[config.mk]
export PLATFORM = sky130hd
export DESIGN_NAME = smart_lane_input_buffer
export DESIGN_NICKNAME = d
export VERILOG_FILES = /design/src/rtl/smart_lane_input_buffer.sv
export SDC_FILE = /design/constraint.sdc
export NUM_CORES = 1
export LEC_CHECK = 0
export CAP_MARGIN = 10
export CORE_UTILIZATION = 55
export DETAILED_ROUTE_END_ITERATION = 12
export PLACE_DENSITY_LB_ADDON = 0.08
export SLEW_MARGIN = 40
export SYNTH_ARGS = -nofsm -noshare
export SYNTH_HDL_FRONTEND = slang
export SYNTH_SLANG_ARGS = --single-unit
[constraint.sdc]
create_clock -name clk -period 2.8 [get_ports clk]
set_input_delay 0.42 -clock clk [delete_from_list [all_inputs] [get_ports clk]]
set_output_delay 0.42 -clock clk [all_outputs]
set_load 0.01 [all_outputs]
[src/rtl/smart_lane_input_buffer.sv]
// Credit-based multi-lane input buffer for one SMART router input port.
// Each lane is an independent FIFO with optional same-cycle bypass when the lane is empty.
module smart_lane_input_buffer #(
  parameter int NUM_LANES  = 1,
  parameter int FLIT_WIDTH = 33,
  parameter int DEPTH      = 4,
  parameter bit BYPASS_EN  = 1'b1,
  parameter int CW         = $clog2(DEPTH + 1)
) (
  input  logic                            clk,
  input  logic                            rst_n,
  input  logic                            flush,
  input  logic [NUM_LANES-1:0]            in_valid,
  input  logic [NUM_LANES*FLIT_WIDTH-1:0] in_flit,
  output logic [NUM_LANES-1:0]            out_valid,
  output logic [NUM_LANES*FLIT_WIDTH-1:0] out_flit,
  input  logic [NUM_LANES-1:0]            out_ready,
  output logic [NUM_LANES-1:0]            credit_out,
  output logic [NUM_LANES*CW-1:0]         occupancy,
  output logic [NUM_LANES-1:0]            overflow_err
);

  localparam int PW = (DEPTH > 1) ? $clog2(DEPTH) : 1;

  function automatic logic [PW-1:0] nextPtr(input logic [PW-1:0] p);
    return (p == PW'(DEPTH - 1)) ? '0 : p + 1'b1;
  endfunction

  genvar g;
  generate
    for (g = 0; g < NUM_LANES; g++) begin : gLane
      logic [FLIT_WIDTH-1:0] r_mem [DEPTH];
      logic [PW-1:0]         r_rdPtr;
      logic [PW-1:0]         r_wrPtr;
      logic [CW-1:0]         r_count;
      logic                  r_credit;
      logic                  r_overflow;

      logic [FLIT_WIDTH-1:0] w_inFlit;
      logic                  w_empty;
      logic                  w_full;
      logic                  w_bypass;
      logic                  w_outValid;
      logic                  w_deq;
      logic                  w_storedDeq;
      logic                  w_enq;
      logic                  w_accept;

      assign w_inFlit    = in_flit[g*FLIT_WIDTH +: FLIT_WIDTH];
      assign w_empty     = (r_count == '0);
      assign w_full      = (r_count == CW'(DEPTH));
      assign w_bypass    = BYPASS_EN & w_empty & in_valid[g] & out_ready[g];
      assign w_outValid  = ~w_empty | (BYPASS_EN & w_empty & in_valid[g]);
      assign w_deq       = w_outValid & out_ready[g];
      assign w_storedDeq = w_deq & ~w_empty;
      assign w_enq       = in_valid[g] & ~w_bypass;
      // A full lane still accepts when its head leaves in the same cycle.
      assign w_accept    = w_enq & (~w_full | w_storedDeq);

      assign out_valid[g]                         = w_outValid;
      assign out_flit[g*FLIT_WIDTH +: FLIT_WIDTH] = w_empty ? w_inFlit : r_mem[r_rdPtr];
      assign credit_out[g]                        = r_credit;
      assign occupancy[g*CW +: CW]                = r_count;
      assign overflow_err[g]                      = r_overflow;

      always_ff @(posedge clk or negedge rst_n) begin
        if (!rst_n) begin
          r_rdPtr    <= '0;
          r_wrPtr    <= '0;
          r_count    <= '0;
          r_credit   <= 1'b0;
          r_overflow <= 1'b0;
        end else if (flush) begin
          r_rdPtr  <= '0;
          r_wrPtr  <= '0;
          r_count  <= '0;
          r_credit <= 1'b0;
        end else begin
          r_credit <= w_deq;
          if (w_storedDeq) r_rdPtr <= nextPtr(r_rdPtr);
          if (w_accept) r_wrPtr <= nextPtr(r_wrPtr);
          if (w_enq && !w_accept) r_overflow <= 1'b1;
          if (w_accept && !w_storedDeq) r_count <= r_count + 1'b1;
          else if (!w_accept && w_storedDeq) r_count <= r_count - 1'b1;
        end
      end

      // Storage carries no reset; occupancy alone says which entries are live.
      always_ff @(posedge clk) begin
        if (w_accept && !flush) r_mem[r_wrPtr] <= w_inFlit;
      end
    end
  endgenerate

endmodule

---- After elaboration in Yosys (flattened, before gate mapping) ----
Memories as Yosys holds them, arrays and structs flattened.
Index checks and enable logic that the tools add are counted.
storage, ports and cells
  register bits after elaboration ......... 9
  RAM bits ................................ 132
  output and inout port bits .............. 39
  logic and storage cells ................. 50
  memories ................................ 1
operators by class
  add/sub/neg operators ................... 4
  equality and inequality tests ........... 3
  mux-type cells .......................... 13
  bitwise logic cells ..................... 12
  reduce and logical (&&, ||, !) cells .... 12
memory list
  name            depth  width  read ports  clocked after memory_dff  wr ports  RTL line  source
  gLane[0].r_mem  4      33     1           0                         1         32        logic [FLIT_WIDTH-1:0] r_mem [DEPTH];
operators by type and width
  kind                                                                count
  33-bit two-way mux                                                  1
  2-bit two-way mux                                                   6
  3-bit two-way mux                                                   3
  1-bit bitwise AND                                                   6
  2-bit by 1-bit adder with 2-bit output, second input constant       2
  2-bit == test, second input constant                                2
  1-bit logical AND                                                   4
  1-bit inverter                                                      4
  2-bit nonzero test                                                  2
  3-bit by 1-bit adder with 3-bit output, second input constant       1
  3-bit == test, second input constant                                1
  1-bit zero test                                                     3
  3-bit zero test                                                     1
  1-bit two-way mux                                                   3
  3-bit nonzero test                                                  1
  3-bit by 1-bit subtractor with 3-bit output, second input constant  1
  1-bit bitwise OR                                                    2
  2-bit AND reduction                                                 1

---- Longest topological paths before layout ----
Gate-level depths: netlist (run 1).
  depth in word-level cells ............... 12
  gate-level depth with buffers ........... 8

---- Worst setup path after synthesis (run 1) ----
No wires, ideal clock.
  path kind ............................... register -> register
  start point ............................. reg gLane[0].r_count[2] (netlist: occupancy[2])
  end point ............................... mem gLane[0].r_mem[0][0] (enable)
  arrival ................................. 1.809 ns
  path slack .............................. 0.598 ns
  stages on the path, launching flop included .. 5
  path buffers ............................ 1
  cell sequence ........................... dfrtp_1 > buf_2 > xor2_1 > a21oi_1 > and2_1
on the way
  word-level cells in the longest chain between the ends .. 10
  elaborated cells between the ends (all ways) .. 16
  those cells by class .................... eq/ne (1); mux (2); bitwise (11); reduce/logical (2)
RTL lines
  item                                                        RTL line    source
  start: declaration                                          35          logic [CW-1:0] r_count;
  start signal: assignment                                    83          if (w_accept && !w_storedDeq) r_count <= r_count + 1'b1;
  start signal: assignment                                    84          else if (!w_accept && w_storedDeq) r_count <= r_count - 1'b1;
  3-bit zero test                                             50          assign w_empty = (r_count == '0);
  1-bit bitwise AND / 1-bit inverter (equally long branches)  52, 53, 55
  1-bit bitwise OR                                            53          assign w_outValid = ~w_empty | (BYPASS_EN & w_empty & in_valid[g]);
  1-bit bitwise AND                                           54          assign w_deq = w_outValid & out_ready[g];
  1-bit bitwise AND                                           55          assign w_storedDeq = w_deq & ~w_empty;
  1-bit bitwise OR                                            58          assign w_accept = w_enq & (~w_full | w_storedDeq);
  1-bit bitwise AND (*)                                       58
  1-bit logical AND (*)                                       90          if (w_accept && !flush) r_mem[r_wrPtr] <= w_inFlit;
  1-bit two-way mux (*)                                       90
  1-bit two-way mux (implied by the code) (*)                 90
  end: declaration                                            32
Every way passes the cells marked *; elsewhere a longest branch is shown, timed or not.

---- Final worst setup path (run 1) ----
  start point ............................. reg gLane[0].r_count[2] (netlist: occupancy[2])
  end point ............................... out out_flit[3]
on the way
  word-level cells in the longest chain between the ends .. 2
RTL lines
  item                RTL line  source
  3-bit zero test     50
  33-bit two-way mux  61        assign out_flit[g*FLIT_WIDTH +: FLIT_WIDTH] = w_empty ? w_inFlit : r_mem[r_rdPtr];
  end: declaration    16        output logic [NUM_LANES*FLIT_WIDTH-1:0] out_flit,
Every way passes these cells.

==> flow_summary_export.csv, run 1 <==
group,metric,value,unit
status,outcome,"complete, no violations",
setup_path,start_kind,"register",
sta,fmax,365,MHz
cells_and_area,layout_common_cells,"edfxtp_1 (132), clkdlybuf4s50_1 (43), mux2_2 (34), mux4_2 (30), dlygate4sd2_1 (29)",
sta,slew_headroom,0.664,
cells_and_area,final_common_cell,"edfxtp_1",
sta,final.min_clock_period,2.74,ns
sta,finalClockSkew,0.00838,ns
yosys,synth_fa_ha_area_frac,0.0143,
yosys,syn_area_per_cell,21.2,um2
cells_and_area,n_antenna_cell,0,
detailed_routing,wl_per_cell,20.6,um
cells_and_area,finalCoreUtilization,0.734,
yosys,synth_seq_cells,141,
setup_path,path_class,"register to primary output",
detailed_routing,via_per_inst,5.60,
sta,hold_viol_final,0,
clocking,cts_buffer_depth,2,
cells_and_area,fillerInstances,649,
floorplan,io_pins,77,
setup_path,worst_r2r_path_depth,8,
detailed_routing,vias,2953,
floorplan,die_x,105,um
sta,fin_setup_tns,0,ns
grt,overflow,0,
hold_path,hold_path.class,"primary input to asynchronous set/reset pin",
clocking,numCtsBuffers,17,
detailed_routing,wirelength,10.9,mm
setup_path,crit_fanout,17,
power_and_ir_drop,ir_drop,0.466,mV
placement,dpl.hpwl,6.23,mm
yosys,syn_nets,317,
sta,finalCritPeriodShare,0.978,
floorplan,die_y,105,um
detailed_routing,drc,0,
cells_and_area,seq_area,0.00419,mm2
floorplan,fp.dieArea,0.0109,mm2
yosys,yosys_warnings,0,
placement,port_buffers,76,
cells_and_area,drive_above_1_share,0.325,
yosys,muxShareOfSynthArea,0.201,
grt,grt_max_degree,28,
grt,grt_usage,0.214,
yosys,synth_compound_area_frac,0.0127,
clocking,clock_latency,0.51,ns
grt,grt_pass1_vias,3043,
floorplan,rows,37,
grt,antenna_found_initial,0,
yosys,synth_simple_gate_area_frac,0.0242,
setup_path,endpoint_kind,"primary output",
sta,tightestPinTransition,0.500,ns
detailed_routing,dr.pass1.iters,4,
yosys,synth.yosys.seq_area_share,0.723,
sta,rsz0062_at_grt,"true",
clocking,cts_tree,"built",
sta,slew_viol_final,0,
yosys,synth_cells,273,
yosys,synth_xor_area_frac,0.00454,
run,maxCapViolations,0,
detailed_routing,drt_iter0_markers,137,
cells_and_area,area_delta_synth_final,30.2,%
cells_and_area,nets,424,
power_and_ir_drop,p_per_area,763,mW/mm2
detailed_routing,drtAntennaViolNets,0,
clocking,clk_pin_slew,0.06,ns
yosys,synthesis.area,0.00579,mm2
grt,grt_pass1_wl,17.0,mm
placement,gp_congestion,0.749,
setup_path,arrival,2.32,ns
power_and_ir_drop,leakage,0.00265,uW
clocking,hold_buffers,0,
clocking,root_buffer,"clkbuf_8",
floorplan,core_region_area,0.0103,mm2
power_and_ir_drop,p_total,5750,uW
clocking,clock_sinks,141,
clocking,h-tree-depth,4,
sta,whs,0.213,ns
floorplan,initial_core_util,0.564,
cells_and_area,final_area,0.00754,mm2
cells_and_area,multi_input_area,0.00149,mm2
yosys,synth_top_family_by_area,"multiplexers",
placement,place_area,0.00683,mm2
setup_path,required,2.38,ns
yosys,yosysUniqueCellTypes,33,
sta,final-setup-viol-count,0,
power by group:
| group | switching, uW | internal (uW) |
|---|---|---|
| clock network | 800 | 1340 |
| logic | 494 | 676 |
| registers | 42.8 | 2400 |
| total | 1340 | 4420 |
routing by layer:
metal  vias to the layer above  track usage  part of all wire
met1                      1539        0.285              0.43
met2                        70        0.356              0.52
met3                         9       0.0474             0.041
li1                       1335            -                 -
met5                         -            0                 0
met4                         0       0.0674            0.0077
registers in the layout, summed over array words and instances, names as in the netlist:
register	count
gLane.r_rdPtr	2
credit_out	1
gLane.r_mem	132
occupancy	3
overflow_err	1
gLane.r_wrPtr	2
worst paths after layout:
| path | startpoint | endpoint | slack, ns |
|---|---|---|---|
| min | rst_n | overflow_err$_DFFE_PN0P_ | 0.21 |
| max | occupancy[2]$_DFFE_PN0P_ | out_flit[3] | 0.06 |
| max reg2reg | occupancy[0]$_DFFE_PN0P_ | occupancy[2]$_DFFE_PN0P_ | 0.56 |
| min reg2reg | overflow_err$_DFFE_PN0P_ | overflow_err$_DFFE_PN0P_ | 0.47 |
| min in group clk | overflow_err$_DFFE_PN0P_ | overflow_err$_DFFE_PN0P_ | 0.47 |
| max in group asynchronous | rst_n | gLane[0].r_rdPtr[0]$_DFFE_PN0P_ | 2.25 |
cell type report:
cell class	instances	area share
clock buffers	19	0.0559
clock inverters	11	0.0189
inverters	7	0.00348
multi-input cells	111	0.197
flip-flops and latches	141	0.556
well taps	136	0.0226
repair buffers	102	0.146
synth_stat cells:
cell       count  area share
edfxtp_1     132        0.68
mux2_2        34       0.066
mux4_2        28        0.11
dfrtp_1        9       0.039
inv_1          7      0.0045
and2_1         5      0.0054
buf_2          5      0.0043
clkbuf_1       5      0.0032
ha_1           5       0.011
mux4_1         5       0.023
a21oi_1        4      0.0035
buf_6          4      0.0078
nand2b_1       3      0.0032
nor2_1         3      0.0019
xor2_1         3      0.0045
and3b_1        2      0.0030
mux2i_1        2      0.0035
nand2_1        2      0.0013
a2111oi_0      1      0.0015
a211oi_1       1      0.0013
a221oi_1       1      0.0015
and3_1         1      0.0011
fa_1           1      0.0035
nor3_1         1     0.00086
nor3_4         1      0.0028
nor3b_1        1      0.0013
o211ai_1       1      0.0013
o21ai_0        1     0.00086
o31ai_1        1      0.0013
o41ai_1        1      0.0015
or2_1          1      0.0011
or2_2          1      0.0011
or3_1          1      0.0011
cells by family after synthesis:
family	count (synthesis)
DFF	141
muxes	69
and+or+nand+nor	22
buffers and inverters	21
AOI/OAI and AO/OA	11
adders and majority gates	6
xor gates and xnor gates	3
worst max-delay path, cell delays in order, from the launching register on:
cell and delay (ns):
dfrtp_2 0.45, nor3_4 0.25, buf_4 0.16, bufbuf_16 0.31, mux2_2 0.34, dlygate4sd2_1 0.28
through the flow:
step                      worst slack [ns]  std cells
after CTS                          0.00235        521
after floorplan                      0.598        273
after global routing              -0.00855        527
after global placement               0.261        485
after detailed placement             0.138        485
final                               0.0616        527
repair_timing:
item | in CTS | in global routing
gates resized for setup | 34 | 7
buffers inserted | 3 | 6
cloned | 3 | 0
endpoints found under the hold margin | 0 | 0
pin swaps | 0 | 1
setup endpoints to repair | 33 | 21
(Power assumes the default switching activity.)
==> run 2: changes to the inputs <==
--- a/config.mk
+++ b/config.mk
@@ -8,3 +8,3 @@
 export CAP_MARGIN = 10
-export CORE_UTILIZATION = 55
+export CORE_UTILIZATION = 59
 export DETAILED_ROUTE_END_ITERATION = 12
@@ -15 +15,2 @@
 export SYNTH_SLANG_ARGS = --single-unit
+export TNS_END_PERCENT = 10
==> constraint.sdc (replaced) <==
create_clock -name clk -period 3.35 [get_ports clk]
set_input_delay 0.67 -clock clk [delete_from_list [all_inputs] [get_ports clk]]
set_output_delay 0.67 -clock clk [all_outputs]
set_load 0.01 [all_outputs]
==> flow_summary_export.csv, run 2 (synthesis results as in run 1) <==
group,metric,value,unit
status,outcome,"complete, no violations",
sta,rsz0062_at_grt,"false",
cells_and_area,final_cells,507,
grt,grt_pass1_vias,3045,
grt,grt_max_degree,25,
sta,finalClockSkew,0.00556,ns
sta,final-setup-viol-count,0,
sta,tightestPinTransition,0.528,ns
cells_and_area,regMostFlops,"gLane.r_mem",
sta,fin_ws,0.162,ns
setup_path,crit_fanout,22,
grt,grt_pass1_wl,16.2,mm
setup_path,reg2reg_slack,1.01,ns
power_and_ir_drop,p_clk_frac,0.377,
clocking,post-cts-setup-buffer-count,0,
setup_path,path_class,"register to primary output",
clocking,h-tree-depth,4,
setup_path,regToRegStartpoint,"occupancy[2]$_DFFE_PN0P_",
floorplan,die_x,101,um
cells_and_area,area_delta_synth_final,27.0,%
detailed_routing,drt_iter0_markers,114,
clocking,cts_buffer_depth,2,
placement,place_area,0.00678,mm2
placement,dp_cells,475,
grt,grt_usage,0.227,
clocking,root_buffer,"clkbuf_8",
cells_and_area,largest_reg_flops,132,
hold_path,hold_path.class,"primary input to asynchronous set/reset pin",
clocking,ctsResizeCount,0,
power_and_ir_drop,p_total,4780,uW
setup_path,endpoint_kind,"primary output",
power_and_ir_drop,pwr-share-comb,0.196,
detailed_routing,wirelength,10.6,mm
grt,overflow,0,
setup_path,required,2.68,ns
detailed_routing,wl_per_cell,21.0,um
cells_and_area,final_common_cell,"edfxtp_1",
power_and_ir_drop,netSwitchingPower,1160,uW
floorplan,fp.dieArea,0.0102,mm2
power_and_ir_drop,seq_power_share,0.427,
power_and_ir_drop,p_per_area,649,mW/mm2
run,maxCapViolations,0,
detailed_routing,drtAntennaViolNets,0,
floorplan,die_y,101,um
power_and_ir_drop,p_sw_frac,0.243,
cells_and_area,nets,409,
setup_path,worst_r2r_path_depth,7,
sta,fin_setup_tns,0,ns
clocking,cts_tree,"built",
placement,dpl.hpwl,6.21,mm
sta,slew_viol_final,0,
setup_path,start_kind,"register",
placement,port_buffers,76,
placement,place_ws,0.334,ns
cells_and_area,n_antenna_cell,0,
cells_and_area,final_area,0.00735,mm2
sta,fmax,314,MHz
detailed_routing,vias,2911,
sta,hold_viol_final,0,
sta,slew_headroom,0.645,
detailed_routing,via_per_inst,5.74,
grt,antenna_found_initial,0,
power_and_ir_drop,ir_drop,0.394,mV
setup_path,arrival,2.52,ns
setup_path,r2r-end,"occupancy[2]$_DFFE_PN0P_",
cells_and_area,layout_common_cells,"edfxtp_1 (132), clkdlybuf4s50_1 (76), mux2_2 (34), mux4_2 (28), clkbuf_16 (16)",
sta,final.min_clock_period,3.19,ns
floorplan,rows,35,
clocking,clock_sinks,141,
floorplan,io_pins,77,
detailed_routing,dr.pass1.iters,4,
clocking,clock_latency,0.51,ns
floorplan,initial_core_util,0.618,
power_and_ir_drop,internal_power,3610,uW
clocking,numCtsBuffers,17,
cells_and_area,drive_above_1_share,0.291,
placement,gp_congestion,0.723,
clocking,hold_buffers,0,
power_and_ir_drop,leakage,0.00246,uW
sta,finalCritPeriodShare,0.952,
floorplan,core_region_area,0.00937,mm2
clocking,clk_pin_slew,0.06,ns
detailed_routing,drc,0,
[run 2: changes by cell type in the layout (fill, tap and decap cells not counted), sizes merged]
cell	delta
clkinv	-2
dlygate4sd2	-29
buf	-13
dlymetal6s2s	-4
clkinvlp	+2
inv	+4
clkdlybuf4s50	+33
bufinv	-1
bufbuf	-2
clkbuf	-1
[run 2: power groups by stage]
stage | logic (uW) | clock network (uW) | registers, uW
6_report | 934 | 1800 | 2040
5_1_grt | 991 | 1910 | 2050
4_1_cts | 946 | 1830 | 2040
3_5_place_dp | 930 | 0 | 2070
3_3_place_gp | 916 | 0 | 2070
2_1_floorplan | 533 | 0 | 2060
[run 2: cell type report]
type / instances / area [um2]
flip-flops and latches: 141 / 4190
fillers: 535 / 2020
multi-input cells: 111 / 1490
repair buffers: 87 / 906
clock buffers: 18 / 418
well taps: 129 / 161
clock inverters: 14 / 159
inverters: 7 / 26.3
[run 2: layer usage]
layer  GRT usage  part of all wire  up-vias
met5           0                 0        -
met3      0.0583             0.041       19
li1            -                 -     1309
met1       0.295              0.44     1496
met2       0.367              0.50       87
met4      0.0959             0.022        0
[run 2: per-stage QoR]
stage | hold WS, ns | utilization
6_report | 0.455 | 0.785
5_1_grt | 0.469 | 0.785
4_1_cts | 0.454 | 0.785
3_5_place_dp | 0.461 | 0.723
3_3_place_gp | 0.455 | 0.723
2_1_floorplan | 0.374 | -
[run 2: worst max-delay path by stage]
stage	endpoint	slack, ns	start	cells after the start
after floorplan	gLane[0].r_mem[0][0]$_DFFE_PP_	0.90	out_ready	4
after global routing	out_flit[0]	0.07	gLane[0].r_rdPtr[0]$_DFFE_PN0P_	4
final	out_flit[19]	0.16	occupancy[2]$_DFFE_PN0P_	4
after detailed placement	occupancy[2]$_DFFE_PN0P_	0.33	out_ready	8
after global placement	occupancy[2]$_DFFE_PN0P_	0.44	out_ready	8
after CTS	out_flit[32]	0.13	gLane[0].r_rdPtr[0]$_DFFE_PN0P_	4
[run 2: critical path, stage by stage (launching register included)]
cell             delay, ns
dfrtp_1               0.51
nor3_4                0.22
buf_4                 0.35
mux2_2                0.39
clkdlybuf4s50_1       0.52
